## src/rtl/ps2_host_tx.sv

```systemverilog
// ps2_host_tx: host-to-device PS/2 command transmitter.
// Sends one command byte to the keyboard over the shared open-drain
// clock/data pair: inhibit, request-to-send, then shift out 8 data bits,
// odd parity and stop on device clock falls, and check the device ack.
// busy tells the neighbouring receiver to ignore the lines meanwhile.
// Optional watchdog: define PS2_HOST_TX_TIMEOUT_EN to abort frames that
// do not complete within TIMEOUT_CYCLES of releasing the clock.
module ps2_host_tx #(
    parameter int INHIBIT_CYCLES = 10_000,
    parameter int TIMEOUT_CYCLES = 1_500_000
) (
    input  logic       clk,
    input  logic       rst,
    input  logic       tx_valid,
    input  logic [7:0] tx_data,
    output logic       tx_ready,
    output logic       busy,
    output logic       done,
    output logic       ack_err,
    input  logic       ps2_clk_in,
    input  logic       ps2_data_in,
    output logic       ps2_clk_oe,
    output logic       ps2_data_oe
);

    typedef enum logic [2:0] {
        ST_IDLE,
        ST_INHIBIT,
        ST_RTS,
        ST_SEND,
        ST_WAIT_IDLE
    } state_t;

    localparam int INH_W = (INHIBIT_CYCLES > 1) ? $clog2(INHIBIT_CYCLES) : 1;
    localparam logic [INH_W-1:0] INH_LAST = INH_W'(INHIBIT_CYCLES - 1);

    state_t           state_q, state_d;
    logic [1:0]       clk_sync_q, clk_sync_d;
    logic [1:0]       data_sync_q, data_sync_d;
    logic             clk_prev_q, clk_prev_d;
    logic [7:0]       shift_q, shift_d;
    logic             parity_q, parity_d;
    logic [INH_W-1:0] inh_cnt_q, inh_cnt_d;
    logic [3:0]       edge_cnt_q, edge_cnt_d;
    logic             nack_q, nack_d;
    logic             clk_oe_q, clk_oe_d;
    logic             data_oe_q, data_oe_d;
    logic             done_q, done_d;
    logic             ack_err_q, ack_err_d;

    logic             clk_s;
    logic             data_s;
    logic             clk_fall;
    logic             timeout;

`ifdef PS2_HOST_TX_TIMEOUT_EN
    localparam int WD_W = (TIMEOUT_CYCLES > 1) ? $clog2(TIMEOUT_CYCLES) : 1;
    localparam logic [WD_W-1:0] WD_LAST = WD_W'(TIMEOUT_CYCLES - 1);

    logic [WD_W-1:0] wd_cnt_q, wd_cnt_d;

    // Watchdog: runs from clock release until the frame is finished.
    always_comb begin
        wd_cnt_d = wd_cnt_q;
        if (state_q == ST_RTS) begin
            wd_cnt_d = '0;
        end else if (state_q == ST_SEND || state_q == ST_WAIT_IDLE) begin
            wd_cnt_d = wd_cnt_q + 1'b1;
        end
    end

    assign timeout = (state_q == ST_SEND || state_q == ST_WAIT_IDLE) && (wd_cnt_q == WD_LAST);

    // Watchdog counter register.
    always_ff @(posedge clk or posedge rst) begin
        if (rst) begin
            wd_cnt_q <= '0;
        end else begin
            wd_cnt_q <= wd_cnt_d;
        end
    end
`else
    assign timeout = 1'b0;
`endif

    assign clk_s    = clk_sync_q[1];
    assign data_s   = data_sync_q[1];
    assign clk_fall = clk_prev_q & ~clk_s;

    assign tx_ready    = (state_q == ST_IDLE);
    assign busy        = (state_q != ST_IDLE);
    assign done        = done_q;
    assign ack_err     = ack_err_q;
    assign ps2_clk_oe  = clk_oe_q;
    assign ps2_data_oe = data_oe_q;

    // State register plus every datapath and output flop; idle lines read high.
    always_ff @(posedge clk or posedge rst) begin
        if (rst) begin
            state_q     <= ST_IDLE;
            clk_sync_q  <= 2'b11;
            data_sync_q <= 2'b11;
            clk_prev_q  <= 1'b1;
            shift_q     <= '0;
            parity_q    <= 1'b0;
            inh_cnt_q   <= '0;
            edge_cnt_q  <= '0;
            nack_q      <= 1'b0;
            clk_oe_q    <= 1'b0;
            data_oe_q   <= 1'b0;
            done_q      <= 1'b0;
            ack_err_q   <= 1'b0;
        end else begin
            state_q     <= state_d;
            clk_sync_q  <= clk_sync_d;
            data_sync_q <= data_sync_d;
            clk_prev_q  <= clk_prev_d;
            shift_q     <= shift_d;
            parity_q    <= parity_d;
            inh_cnt_q   <= inh_cnt_d;
            edge_cnt_q  <= edge_cnt_d;
            nack_q      <= nack_d;
            clk_oe_q    <= clk_oe_d;
            data_oe_q   <= data_oe_d;
            done_q      <= done_d;
            ack_err_q   <= ack_err_d;
        end
    end

    // Next state: frame sequencing, inhibit timer, edge counting and ack capture.
    always_comb begin
        state_d     = state_q;
        clk_sync_d  = {clk_sync_q[0], ps2_clk_in};
        data_sync_d = {data_sync_q[0], ps2_data_in};
        clk_prev_d  = clk_sync_q[1];
        shift_d     = shift_q;
        parity_d    = parity_q;
        inh_cnt_d   = inh_cnt_q;
        edge_cnt_d  = edge_cnt_q;
        nack_d      = nack_q;

        case (state_q)
            ST_IDLE: begin
                if (tx_valid) begin
                    shift_d   = tx_data;
                    parity_d  = ~^tx_data;
                    inh_cnt_d = '0;
                    state_d   = ST_INHIBIT;
                end
            end
            ST_INHIBIT: begin
                if (inh_cnt_q == INH_LAST) begin
                    state_d = ST_RTS;
                end else begin
                    inh_cnt_d = inh_cnt_q + 1'b1;
                end
            end
            ST_RTS: begin
                edge_cnt_d = '0;
                nack_d     = 1'b0;
                state_d    = ST_SEND;
            end
            ST_SEND: begin
                if (clk_fall) begin
                    if (edge_cnt_q != 4'hF) begin
                        edge_cnt_d = edge_cnt_q + 1'b1;
                    end
                    if (edge_cnt_q == 4'd10) begin
                        nack_d  = data_s;
                        state_d = ST_WAIT_IDLE;
                    end
                end
            end
            ST_WAIT_IDLE: begin
                if (clk_s && data_s) begin
                    state_d = ST_IDLE;
                end
            end
            default: state_d = ST_IDLE;
        endcase

        if (timeout) begin
            state_d = ST_IDLE;
        end
    end

    // Outputs: line enables, done pulse and ack status, registered from next state.
    always_comb begin
        clk_oe_d  = (state_d == ST_INHIBIT) || (state_d == ST_RTS);
        data_oe_d = 1'b0;
        done_d    = 1'b0;
        ack_err_d = ack_err_q;

        if (state_d == ST_RTS) begin
            data_oe_d = 1'b1;
        end else if (state_d == ST_SEND) begin
            if (state_q == ST_RTS) begin
                data_oe_d = 1'b1;
            end else if (clk_fall) begin
                if (edge_cnt_q < 4'd8) begin
                    data_oe_d = ~shift_q[edge_cnt_q[2:0]];
                end else if (edge_cnt_q == 4'd8) begin
                    data_oe_d = ~parity_q;
                end else begin
                    data_oe_d = 1'b0;
                end
            end else begin
                data_oe_d = data_oe_q;
            end
        end

        if (timeout) begin
            done_d    = 1'b1;
            ack_err_d = 1'b1;
        end else if (state_q == ST_WAIT_IDLE && state_d == ST_IDLE) begin
            done_d    = 1'b1;
            ack_err_d = nack_q;
        end
    end

endmodule

```

## config.mk

```make
export PLATFORM = sky130hd
export DESIGN_NAME = ps2_host_tx
export DESIGN_NICKNAME = d
export VERILOG_FILES = /design/src/rtl/ps2_host_tx.sv
export SDC_FILE = /design/constraint.sdc
export NUM_CORES = 1
export LEC_CHECK = 0
export CAP_MARGIN = 20
export CORE_ASPECT_RATIO = 1.2
export CORE_MARGIN = 2
export CORE_UTILIZATION = 56
export DETAILED_ROUTE_END_ITERATION = 10
export HOLD_SLACK_MARGIN = 0.03
export PLACE_DENSITY = 0.8
export SYNTH_ARGS = -nofsm -noshare
export SYNTH_HDL_FRONTEND = slang
export SYNTH_SLANG_ARGS = --single-unit
```

## constraint.sdc

```tcl
create_clock -name clk -period 2.7 [get_ports clk]
set_clock_uncertainty 0.15 [all_clocks]
set_input_delay 0.675 -clock clk [delete_from_list [all_inputs] [get_ports clk]]
set_output_delay 0.675 -clock clk [all_outputs]
set_load 0.05 [all_outputs]
```

; ---- After elaboration in Yosys (flattened, before gate mapping)
; Cells that the tools add are included.
[word_totals]
ff_bits = 40
latchBits = 0
ram_bits = 0
mem_bits_ro = 0
in_bits = 13
output_inout_bits = 6
elab_cells = 75
n_memories = 0
[classes]
add_sub_neg = 2
n_mul = 0
div = 0
n_lt_le_gt_ge = 2
n_eq_ne = 17
shifts = 0
mux = 24
bitwise = 4
n_reduce_logical = 13
[op_table]
columns = cell, n
row1 = $mux W14, 2
row2 = $pmux W14 S2, 1
row3 = $mux W3, 5
row4 = $pmux W3 S5, 1
row5 = $add A14 B1 Y14 const B, 1
row6 = $eq A14 B14 Y1 const B, 1
row7 = $eq A3 B2 Y1 const B, 4
row8 = $mux W1, 10
row9 = $ne A2 B2 Y1 const B, 5
row10 = $reduce_and A3 Y1, 3
row11 = $eq A4 B4 Y1 const B, 2
row12 = $mux W4, 2
row13 = $pmux W4 S2, 1
row14 = $reduce_xnor A8 Y1, 1
row15 = $eq A3 B1 Y1 const B, 2
row16 = $logic_not A3 Y1, 2
row17 = $add A4 B1 Y4 const B, 1
row18 = $lt A3 B4 Y1 const B, 1
row19 = $lt A4 B4 Y1 const B, 1
row20 = $ne A4 B3 Y1 const B, 1
row21 = $ne A4 B4 Y1 const B, 1
row22 = $reduce_bool A2 Y1, 2
row23 = $bmux W1 S3, 1
row24 = $eq A3 B3 Y1 const B, 1
row25 = 7 further kinds, 10

; ---- Longest topological paths before layout
; Gate-level depths: netlist of the first run.
[logic_depth]
ltp_word = 8
mapped_depth = 6
depth_no_buf = 6

; ---- Worst setup path after synthesis of the first run
; Ideal clock, no wire load.
[synth_timing]
kind = reg-to-output
from = register state_q[1]
to = output port busy
arrival_ns = 2.269
required_time_ns = 1.875
setup_slack_ns = -0.394
path_stages_with_launch = 3
path_buffers = 0
path_cell_list = dfrtp_1 nor3_1 inv_1
[synth_via]
elab_chain_len = 1
[synth_rtl]
columns = item, line_no
row1 = start: declaration, 37  ; state_t state_q, state_d;
row2 = start signal: assignment, 114  ; state_q <= state_d;
row3 = $reduce_bool A3 Y1, 91  ; assign busy = (state_q != ST_IDLE);
row4 = end: declaration, 17  ; output logic busy,
; Every way passes these cells.

; ---- Final worst setup path of the first run
[layout_timing]
from = register data_oe_q, in the netlist ps2_data_oe
to = output port ps2_data_oe
[layout_rtl]
columns = item, line_no
row1 = start: declaration, 47  ; logic data_oe_q, data_oe_d;
row2 = start signal: assignment, 124  ; data_oe_q <= data_oe_d;
row3 = end: declaration, 23  ; output logic ps2_data_oe
; No word-level cell between the ends.

==> impl_metrics.ini, run 1 <==
[critical_path]
crit_arrival_ns = 1.46
path_buf_inv = 1
critPathLaunchType = flip-flop
slowest_stage = clkdlybuf4s50_1
crit_cells = 1
end_kind = primary output
max_stage_delay_ns = 0.80
critPathKind = reg2out
cp_max_fo = 2
cp_cell_sequence = clkdlybuf4s50_1
reg2reg_depth = 5
critPathRequiredTime_ns = 1.88
crit_family = buffers and inverters

[clocking]
clock_path_buffers = 2
post_cts_buffers = 0
cts_htree_levels = 2
cts_tree = done
cts_buffers = 5
clock-sinks = 40
insertion_delay_ns = 0.29
clockRootBuffer = clkbuf_8
clk_pin_slew_ns = 0.08

[logic_synthesis]
synthCells = 196
muxShareOfSynthArea = 0.0461
synth_compound_area_frac = 0.0632
yosys.cell_types.count = 41
synth-xor-area-share = 0.0664
synth-simple-area-share = 0.264
synth_top_family_by_area = simple AND/OR/NAND/NOR gates
syn_area_mm2 = 0.00198
netlist_top_cells_area = dfrtp_1 44%, nand2_1 7.6%, dfstp_2 6.6%
ys_ff_latch = 40
synth_top_cell_by_area = dfrtp_1
synth.avg_cell_area_um2 = 10.1
seq_area_frac_synth = 0.509
yosysWarnings = 0
synth_top_cell_area_share = 0.442
synth_fa_ha_area_frac = 0.0253
synth_nets = 213

[cells_and_area]
syn2layout_area_growth_pct = 18.3
layout_common_cells = 40 x nand2_1, 35 x dfrtp_1, 16 x clkdlybuf4s50_1
layout_commonest_cell = nand2_1
drive_gt1_frac = 0.141
fillers = 245
antennaDiodeCount = 0
final_nets = 236

[drt]
dr.pass1.iters = 4
vias = 1469
drt_iter0_drc = 72
ant_nets = 0
wirelength_um = 3670
drc_errors = 0
drt-wirelength-per-cell_um = 14.3
vias_per_cell = 5.72

[power_and_ir_drop]
p_seq_frac = 0.508
p_sw_uw = 235
power.density_mw_per_mm2 = 511
p_leak_nw = 1.04
internal_power_uw = 961
p_total_mw = 1.20
p_clk_frac = 0.446
swShare = 0.196
vdd_drop_max_uv = 392
comb_power_share = 0.046

[floorplanning]
io_pins = 19
rows = 23
die_x_um = 58.3
start_util = 0.588
dieHeight_um = 69.1
dieArea_mm2 = 0.00403
core_area_mm2 = 0.00337

[sta]
fin_crit_sh = 0.846
timing.final.ws_setup_ns = 0.416
setup_tns_ns = 0
hold_violations = 0
worst_pin_slew_ns = 0.511
rsz0062_at_grt = false
max_freq_mhz = 438
slew_headroom = 0.658
slew_viol_final = 0
finalSetupViolCount = 0
post-route-min-period_ns = 2.28

[global_routing]
grt_pass1_vias = 1494
gr-usage-all-layers = 0.206
grt_max_degree = 41
grt_pass1_wl_um = 6380
overflow = 0
antenna_found_initial = 0

[min_path]
min_path_cells = 0
hold_path_class = reg2reg

[placed_design]
portBuffers = 18
routabilityCongestion = 0.888
dp_slack_ns = 0.392
place_hpwl_um = 2650

[status]
run_status = finished, final reports clean

[run]
drv_cap = 0
[registers in the layout, indices dropped and copies added (netlist names)]
register and flops:
shift_q 8, parity_q 1, inh_cnt_q 14, ps2_data_oe 1, clk_prev_q 1, ps2_clk_oe 1
state_q 3, edge_cnt_q 4, ack_err 1, nack_q 1, data_sync_q 2, clk_sync_q 2
done 1
[per-layer routing]
layer  global-route usage  up-vias  routed length, um
met4               0.0827        0                 82
met1                0.233      710               1500
met2                0.360       33               1960
li1                     -      716                  -
met5                    0        -                  0
met3               0.0525       10                132
[cell usage after synthesis]
cell type and n:
nor4_4 1, nor3_2 1, nand3_2 1, or2_2 2, mux4_2 1, clkbuf_1 5, mux4_1 1, and2_1 2
or3_1 1, a22o_1 3, a311oi_1 1, or4b_4 1, or2b_4 1, nor4bb_1 1, inv_1 9, dfrtp_1 35
nor3_1 7, nand2b_1 2, a31o_1 1, mux2_2 2, nand3_1 10, nand2_1 40, nand4_2 1, nor4b_1 2
nor2_1 14, and3_1 3, mux2i_1 2, nand4_1 2, dfstp_2 5, nor4b_2 1, ha_1 4, o21ai_1 1
a21oi_1 5, a21boi_1 1, nor4_1 2, nor2b_1 1, xnor2_1 14, a2111oi_0 1, nor3b_4 1, o21ai_0 7
xor2_1 1
[through the flow]
| stage | hold WS [ns] | area, um2 | util | cells |
|---|---|---|---|---|
| finish | 0.208 | 2340 | 0.695 | 257 |
| global route | 0.213 | 2340 | 0.695 | 257 |
| CTS | 0.208 | 2340 | 0.695 | 257 |
| detailed placement | 0.197 | 2210 | 0.657 | 249 |
| global placement | 0.196 | 2210 | 0.657 | 249 |
| floorplan | 0.195 | 1980 | - | 196 |
[final timing paths]
check / from / to / slack, ns
worst max register to register: edge_cnt_q[0] / ps2_data_oe / 0.58
worst max-delay path: ps2_data_oe / ps2_data_oe / 0.42
min in group asynchronous: rst / done / 0.66
max in group asynchronous: rst / clk_sync_q[1] / 1.40
worst min register to register: clk_sync_q[0] / clk_sync_q[1] / 0.21
worst min-delay path: clk_sync_q[0] / clk_sync_q[1] / 0.21
[cell families (layout without fill, tap and decap cells)]
kind of cell,count (synthesis),after routing
AOI/OAI and AO/OA,20,20
xor gates and xnor gates,15,15
adders and majority gates,4,4
buffers and inverters,14,38
DFF,40,40
muxes,6,6
and+or+nand+nor,97,97
[cell type report]
type / count / area [um2] / area share
clock inverter: 1 / 30.0 / 0.0128
inverter: 9 / 33.8 / 0.0144
clock buffer: 7 / 96.3 / 0.0412
tap: 37 / 46.3 / 0.0198
timing repair buffer: 21 / 203 / 0.0866
sequential: 40 / 1010 / 0.430
multi-input combinational: 142 / 925 / 0.395
[power by group through the flow]
stage                     Combinational, mW  Sequential (mW)  Clock, mW
after floorplan                      0.0283            0.618          0
after global placement               0.0540            0.619          0
after detailed placement             0.0555            0.619          0
after CTS                            0.0558            0.608      0.537
after global routing                 0.0599            0.608      0.563
final                                0.0545            0.608      0.533
[what timing repair did]
action	4_1_cts	5_1_grt
gates resized for setup	0	1
endpoints found under the setup margin	0	1
hold buffers	0	0
No activity file was read; power rests on OpenSTA's default activity.
==> run 2, diff against run 1 <==
--- a/config.mk
+++ b/config.mk
@@ -8,10 +8,10 @@
 export CAP_MARGIN = 20
 export CORE_ASPECT_RATIO = 1.2
 export CORE_MARGIN = 2
-export CORE_UTILIZATION = 56
+export CORE_UTILIZATION = 51
 export DETAILED_ROUTE_END_ITERATION = 10
 export HOLD_SLACK_MARGIN = 0.03
-export PLACE_DENSITY = 0.8
+export PLACE_DENSITY = 0.77
 export SYNTH_ARGS = -nofsm -noshare
 export SYNTH_HDL_FRONTEND = slang
 export SYNTH_SLANG_ARGS = --single-unit
==> constraint.sdc (replaced) <==
create_clock -name clk -period 1.9 [get_ports clk]
set_clock_uncertainty 0.15 [all_clocks]
set_input_delay 0.475 -clock clk [delete_from_list [all_inputs] [get_ports clk]]
set_output_delay 0.475 -clock clk [all_outputs]
set_load 0.05 [all_outputs]
==> impl_metrics.ini, run 2 (synthesis results as in run 1) <==
[floorplanning]
dieArea_mm2 = 0.00440
io_pins = 19
core_area_mm2 = 0.00366
die_x_um = 60.9
dieHeight_um = 72.2
start_util = 0.540
rows = 24

[run]
drv_cap = 0

[critical_path]
path_buf_inv = 3
critPathLaunchType = flip-flop
max_stage_delay_ns = 0.40
path_common_cell = buf_6
crit_arrival_ns = 1.32
end_kind = primary output
critPathRequiredTime_ns = 1.27
crit_family = flip-flops
cp_max_fo = 3
critPathKind = reg2out
regToRegSetupSlack_ns = 0.02
slowest_stage = dfrtp_1
cp_cell_sequence = buf_6, nor3_4, inv_1, buf_6

[sta]
post-route-min-period_ns = 1.95
fin_hold_ws_ns = 0.209
rsz0062_at_grt = true
timing.final.ws_setup_ns = -0.0450
max_freq_mhz = 514
fin_crit_sh = 1.02
worst_pin_slew_ns = 0.428
slew_headroom = 0.711
finalSetupViolCount = 1
slew_viol_final = 0
hold_violations = 0

[status]
run_status = complete, but fails checks
violations = negative setup slack

[cells_and_area]
multi_input_area_mm2 = 0.00101
fin_cells = 298
layout_commonest_cell = nand2_1
layout_common_cells = 38 x nand2_1, 34 x dfrtp_1, 28 x buf_4
post-route-util = 0.726
drive_gt1_frac = 0.305
top_register = inh_cnt_q
fillers = 278
postLayoutCellArea_mm2 = 0.00266
top_regs = inh_cnt_q x14, shift_q x8, edge_cnt_q x4
syn2layout_area_growth_pct = 34.4
regArea_mm2 = 0.00101
antennaDiodeCount = 0
final_nets = 262
largest_register_ffs = 14

[drt]
drt-wirelength-per-cell_um = 13.7
drc_errors = 0
vias = 1565
drt_iter0_drc = 50
wirelength_um = 4090
dr.max_layer_used = met4
wl_met3_um = 123
ant_nets = 0
dr_wl_met2_um = 2100
m1WireLength_um = 1800
dr.pass1.iters = 4
vias_per_cell = 5.25

[power_and_ir_drop]
p_leak_nw = 1.18
p_total_mw = 1.63
swShare = 0.202
comb_power_share = 0.052
internal_power_mw = 1.30
p_seq_frac = 0.531
p_sw_uw = 328
p_clk_frac = 0.416
vdd_drop_max_uv = 480
power.density_mw_per_mm2 = 611

[placed_design]
portBuffers = 18
dp_cells = 281
place_hpwl_um = 2690
routabilityCongestion = 0.821
postPlaceCellArea_mm2 = 0.00239

[clocking]
clock-sinks = 40
cts_buffers = 5
insertion_delay_ns = 0.29
cts_htree_levels = 2
clockRootBuffer = clkbuf_8
cts_tree = done
clk_pin_slew_ns = 0.07
clock_path_buffers = 2
hold_buffers = 0

[global_routing]
grt_pass1_vias = 1566
antenna_found_initial = 0
overflow = 0
grt_pass1_wl_um = 6960
gr-usage-all-layers = 0.216
grt_max_degree = 41

[min_path]
hold_path_class = reg2reg
## run 2: power by group through the flow
stage / logic, mW / registers [mW] / clock network, mW
2_1_floorplan: 0.0402 / 0.879 / 0
4_1_cts: 0.0852 / 0.864 / 0.696
6_report: 0.0850 / 0.864 / 0.677
5_1_grt: 0.0961 / 0.865 / 0.727
3_5_place_dp: 0.0831 / 0.880 / 0
3_3_place_gp: 0.0828 / 0.880 / 0
## run 2: worst reg2reg max path: stages (launching register included)
cell and delay [ns]:
dfrtp_1 0.40, or4b_4 0.57, nor4_4 0.19, buf_6 0.18, nor4_4 0.04, xnor2_1 0.17, nor2_1 0.06
## run 2: layout make-up
| cell class | instances | area share |
|---|---|---|
| Multi-Input combinational cell | 142 | 0.380 |
| Sequential cell | 40 | 0.379 |
| Timing Repair Buffer | 47 | 0.164 |
| Clock buffer | 6 | 0.0273 |
| Tap cell | 52 | 0.0244 |
| Clock inverter | 2 | 0.0132 |
| Inverter | 9 | 0.0127 |
## run 2: worst paths after layout
| kind | from | to | cells after the start |
|---|---|---|---|
| setup / recovery | state_q[1] | busy | 4 |
| hold / removal | data_sync_q[0] | data_sync_q[1] | 0 |
| max in group asynchronous | rst | clk_sync_q[0] | 3 |
| setup reg to reg | inh_cnt_q[5] | inh_cnt_q[11] | 6 |
| hold reg to reg | data_sync_q[0] | data_sync_q[1] | 0 |
| min in group asynchronous | rst | inh_cnt_q[12] | 3 |
## run 2: through the flow
stage	setup WS (ns)	TNS (ns)
final	-0.0450	-0.0450
after global routing	-0.122	-0.721
after CTS	-0.0362	-0.0362
after detailed placement	-0.0888	-0.0888
after global placement	-0.0417	-0.0417
after floorplan	-0.0821	-0.0917
## run 2: timing repair
action,4_1_cts,5_1_grt
setup endpoints to repair,4,13
pin swaps,1,10
resized for setup,8,15
gates cloned,0,0
buffers inserted,5,4
hold endpoints to repair,0,0
## run 2: layer usage
metal | up-vias | track usage
met2 | 29 | 0.337
met3 | 6 | 0.0606
li1 | 769 | -
met5 | - | 0
met1 | 761 | 0.275
met4 | 0 | 0.104
==> run 3, diff against run 2 <==
--- a/config.mk
+++ b/config.mk
@@ -9,6 +9,7 @@
 export CORE_ASPECT_RATIO = 1.2
 export CORE_MARGIN = 2
 export CORE_UTILIZATION = 51
+export CTS_BUF_LIST = sky130_fd_sc_hd__clkbuf_4 sky130_fd_sc_hd__clkbuf_8 sky130_fd_sc_hd__clkbuf_16
 export DETAILED_ROUTE_END_ITERATION = 10
 export HOLD_SLACK_MARGIN = 0.03
 export PLACE_DENSITY = 0.77
==> impl_metrics.ini, run 3 (synthesis results as in run 1) <==
[global_routing]
grt_pass1_wl_um = 6960
gr-usage-all-layers = 0.216
grt_pass1_vias = 1566
overflow = 0
antenna_found_initial = 0
grt_max_degree = 41

[floorplanning]
dieHeight_um = 72.2
die_x_um = 60.9
core_area_mm2 = 0.00366
start_util = 0.540
dieArea_mm2 = 0.00440
io_pins = 19
rows = 24

[critical_path]
path_common_cell = buf_6
end_kind = primary output
cp_max_fo = 3
r2r-start = inh_cnt_q[5]
cp_cell_sequence = buf_6, nor3_4, inv_1, buf_6
critPathRequiredTime_ns = 1.27
critPathKind = reg2out
max_stage_delay_ns = 0.40
crit_arrival_ns = 1.32
crit_family = flip-flops
path_buf_inv = 3
critPathLaunchType = flip-flop
crit_path_start = state_q[1]
slowest_stage = dfrtp_1

[cells_and_area]
top_register = inh_cnt_q
final_nets = 262
layout_commonest_cell = nand2_1
regArea_mm2 = 0.00101
multi_input_area_mm2 = 0.00101
layout_common_cells = 38 x nand2_1, 34 x dfrtp_1, 28 x buf_4
fin_cells = 298
drive_gt1_frac = 0.309
fillers = 276
antennaDiodeCount = 0
syn2layout_area_growth_pct = 34.6
largest_register_ffs = 14
top_regs = inh_cnt_q x14, shift_q x8, edge_cnt_q x4

[power_and_ir_drop]
p_leak_nw = 1.18
p_total_mw = 1.64
vdd_drop_max_uv = 480
power.density_mw_per_mm2 = 616

[placed_design]
routabilityCongestion = 0.821
place_hpwl_um = 2690
dp_slack_ns = -0.0888
portBuffers = 18
dp_cells = 281

[sta]
timing.final.ws_setup_ns = -0.0452
slew_viol_final = 0
slew_headroom = 0.711
max_freq_mhz = 514
rsz0062_at_grt = true
hold_violations = 0
fin_crit_sh = 1.02
post-route-min-period_ns = 1.95
worst_pin_slew_ns = 0.428
finalSetupViolCount = 1

[min_path]
hold_path_startpoint = data_sync_q[0]
hold_path_class = reg2reg

[run]
drv_cap = 0

[clocking]
clk_pin_slew_ns = 0.07
insertion_delay_ns = 0.29
cts_tree = done
cts_buffers = 5
cts_htree_levels = 2
hold_buffers = 0
clock_path_buffers = 2
clockRootBuffer = clkbuf_8
clock-sinks = 40

[drt]
drc_errors = 0
ant_nets = 0
dr.pass1.iters = 4
drt-wirelength-per-cell_um = 13.7
drt_iter0_drc = 50
vias = 1564
vias_per_cell = 5.25
wirelength_um = 4090

[status]
violations = negative setup slack
run_status = complete, but fails checks
==> run 3: cell counts in the layout (fill, tap and decap cells not counted) <==
Identical to the previous run, type by type.
==> run 3: timing repair <==
| action | CTS | global route |
|---|---|---|
| pin swaps | 1 | 10 |
| endpoints found under the setup margin | 4 | 13 |
| buffers inserted | 5 | 4 |
| endpoints found under the hold margin | 0 | 0 |
| gates resized for setup | 8 | 15 |
==> run 3: area by class of cell <==
| type | instances | share of cell area |
|---|---|---|
| Clock inverter | 2 | 0.0131 |
| Tap cell | 52 | 0.0244 |
| Clock buffer | 6 | 0.0286 |
| Sequential cell | 40 | 0.378 |
| Multi-Input combinational cell | 142 | 0.379 |
| Inverter | 9 | 0.0127 |
| Timing Repair Buffer | 47 | 0.163 |
==> run 3: per-stage QoR <==
step	utilization	setup TNS, ns	cell area [um2]	hold slack (ns)
floorplan	-	-0.0917	1990	0.195
detailed placement	0.652	-0.0888	2390	0.200
global route	0.727	-0.720	2670	0.218
finish	0.727	-0.0452	2670	0.209
CTS	0.703	-0.0362	2570	0.211
global placement	0.652	-0.0417	2390	0.196
==> run 3: path summary, 6_finish.rpt <==
kind | to | slack (ns) | cells past startpoint
min in group asynchronous | inh_cnt_q[12] | 0.38 | 3
min | data_sync_q[1] | 0.21 | 0
max reg2reg | inh_cnt_q[11] | 0.02 | 6
min reg2reg | data_sync_q[1] | 0.21 | 0
max in group asynchronous | clk_sync_q[0] | 0.96 | 3
max | busy | -0.05 | 4
==> run 3: metal layers <==
layer,part of all wire,wire length [um],global-route usage
met5,0,0,0
met4,0.016,65,0.104
met3,0.030,121,0.0606
met2,0.51,2100,0.337
met1,0.44,1800,0.275
==> run 3: worst reg2reg max path, delay by kind of cell, from the launching register on <==
family / cells / cell delay, ns
simple gates: 4 / 0.86
flops: 1 / 0.40
buf+inv: 1 / 0.18
xor+xnor: 1 / 0.17
==> run 3: where the power goes <==
group          leakage (nW)  internal, mW  switching, mW  total, mW
Clock                0.0586         0.404          0.288      0.692
Sequential            0.520         0.861        0.00333      0.864
Combinational         0.601        0.0478         0.0372     0.0850
Total                  1.18          1.31          0.328       1.64
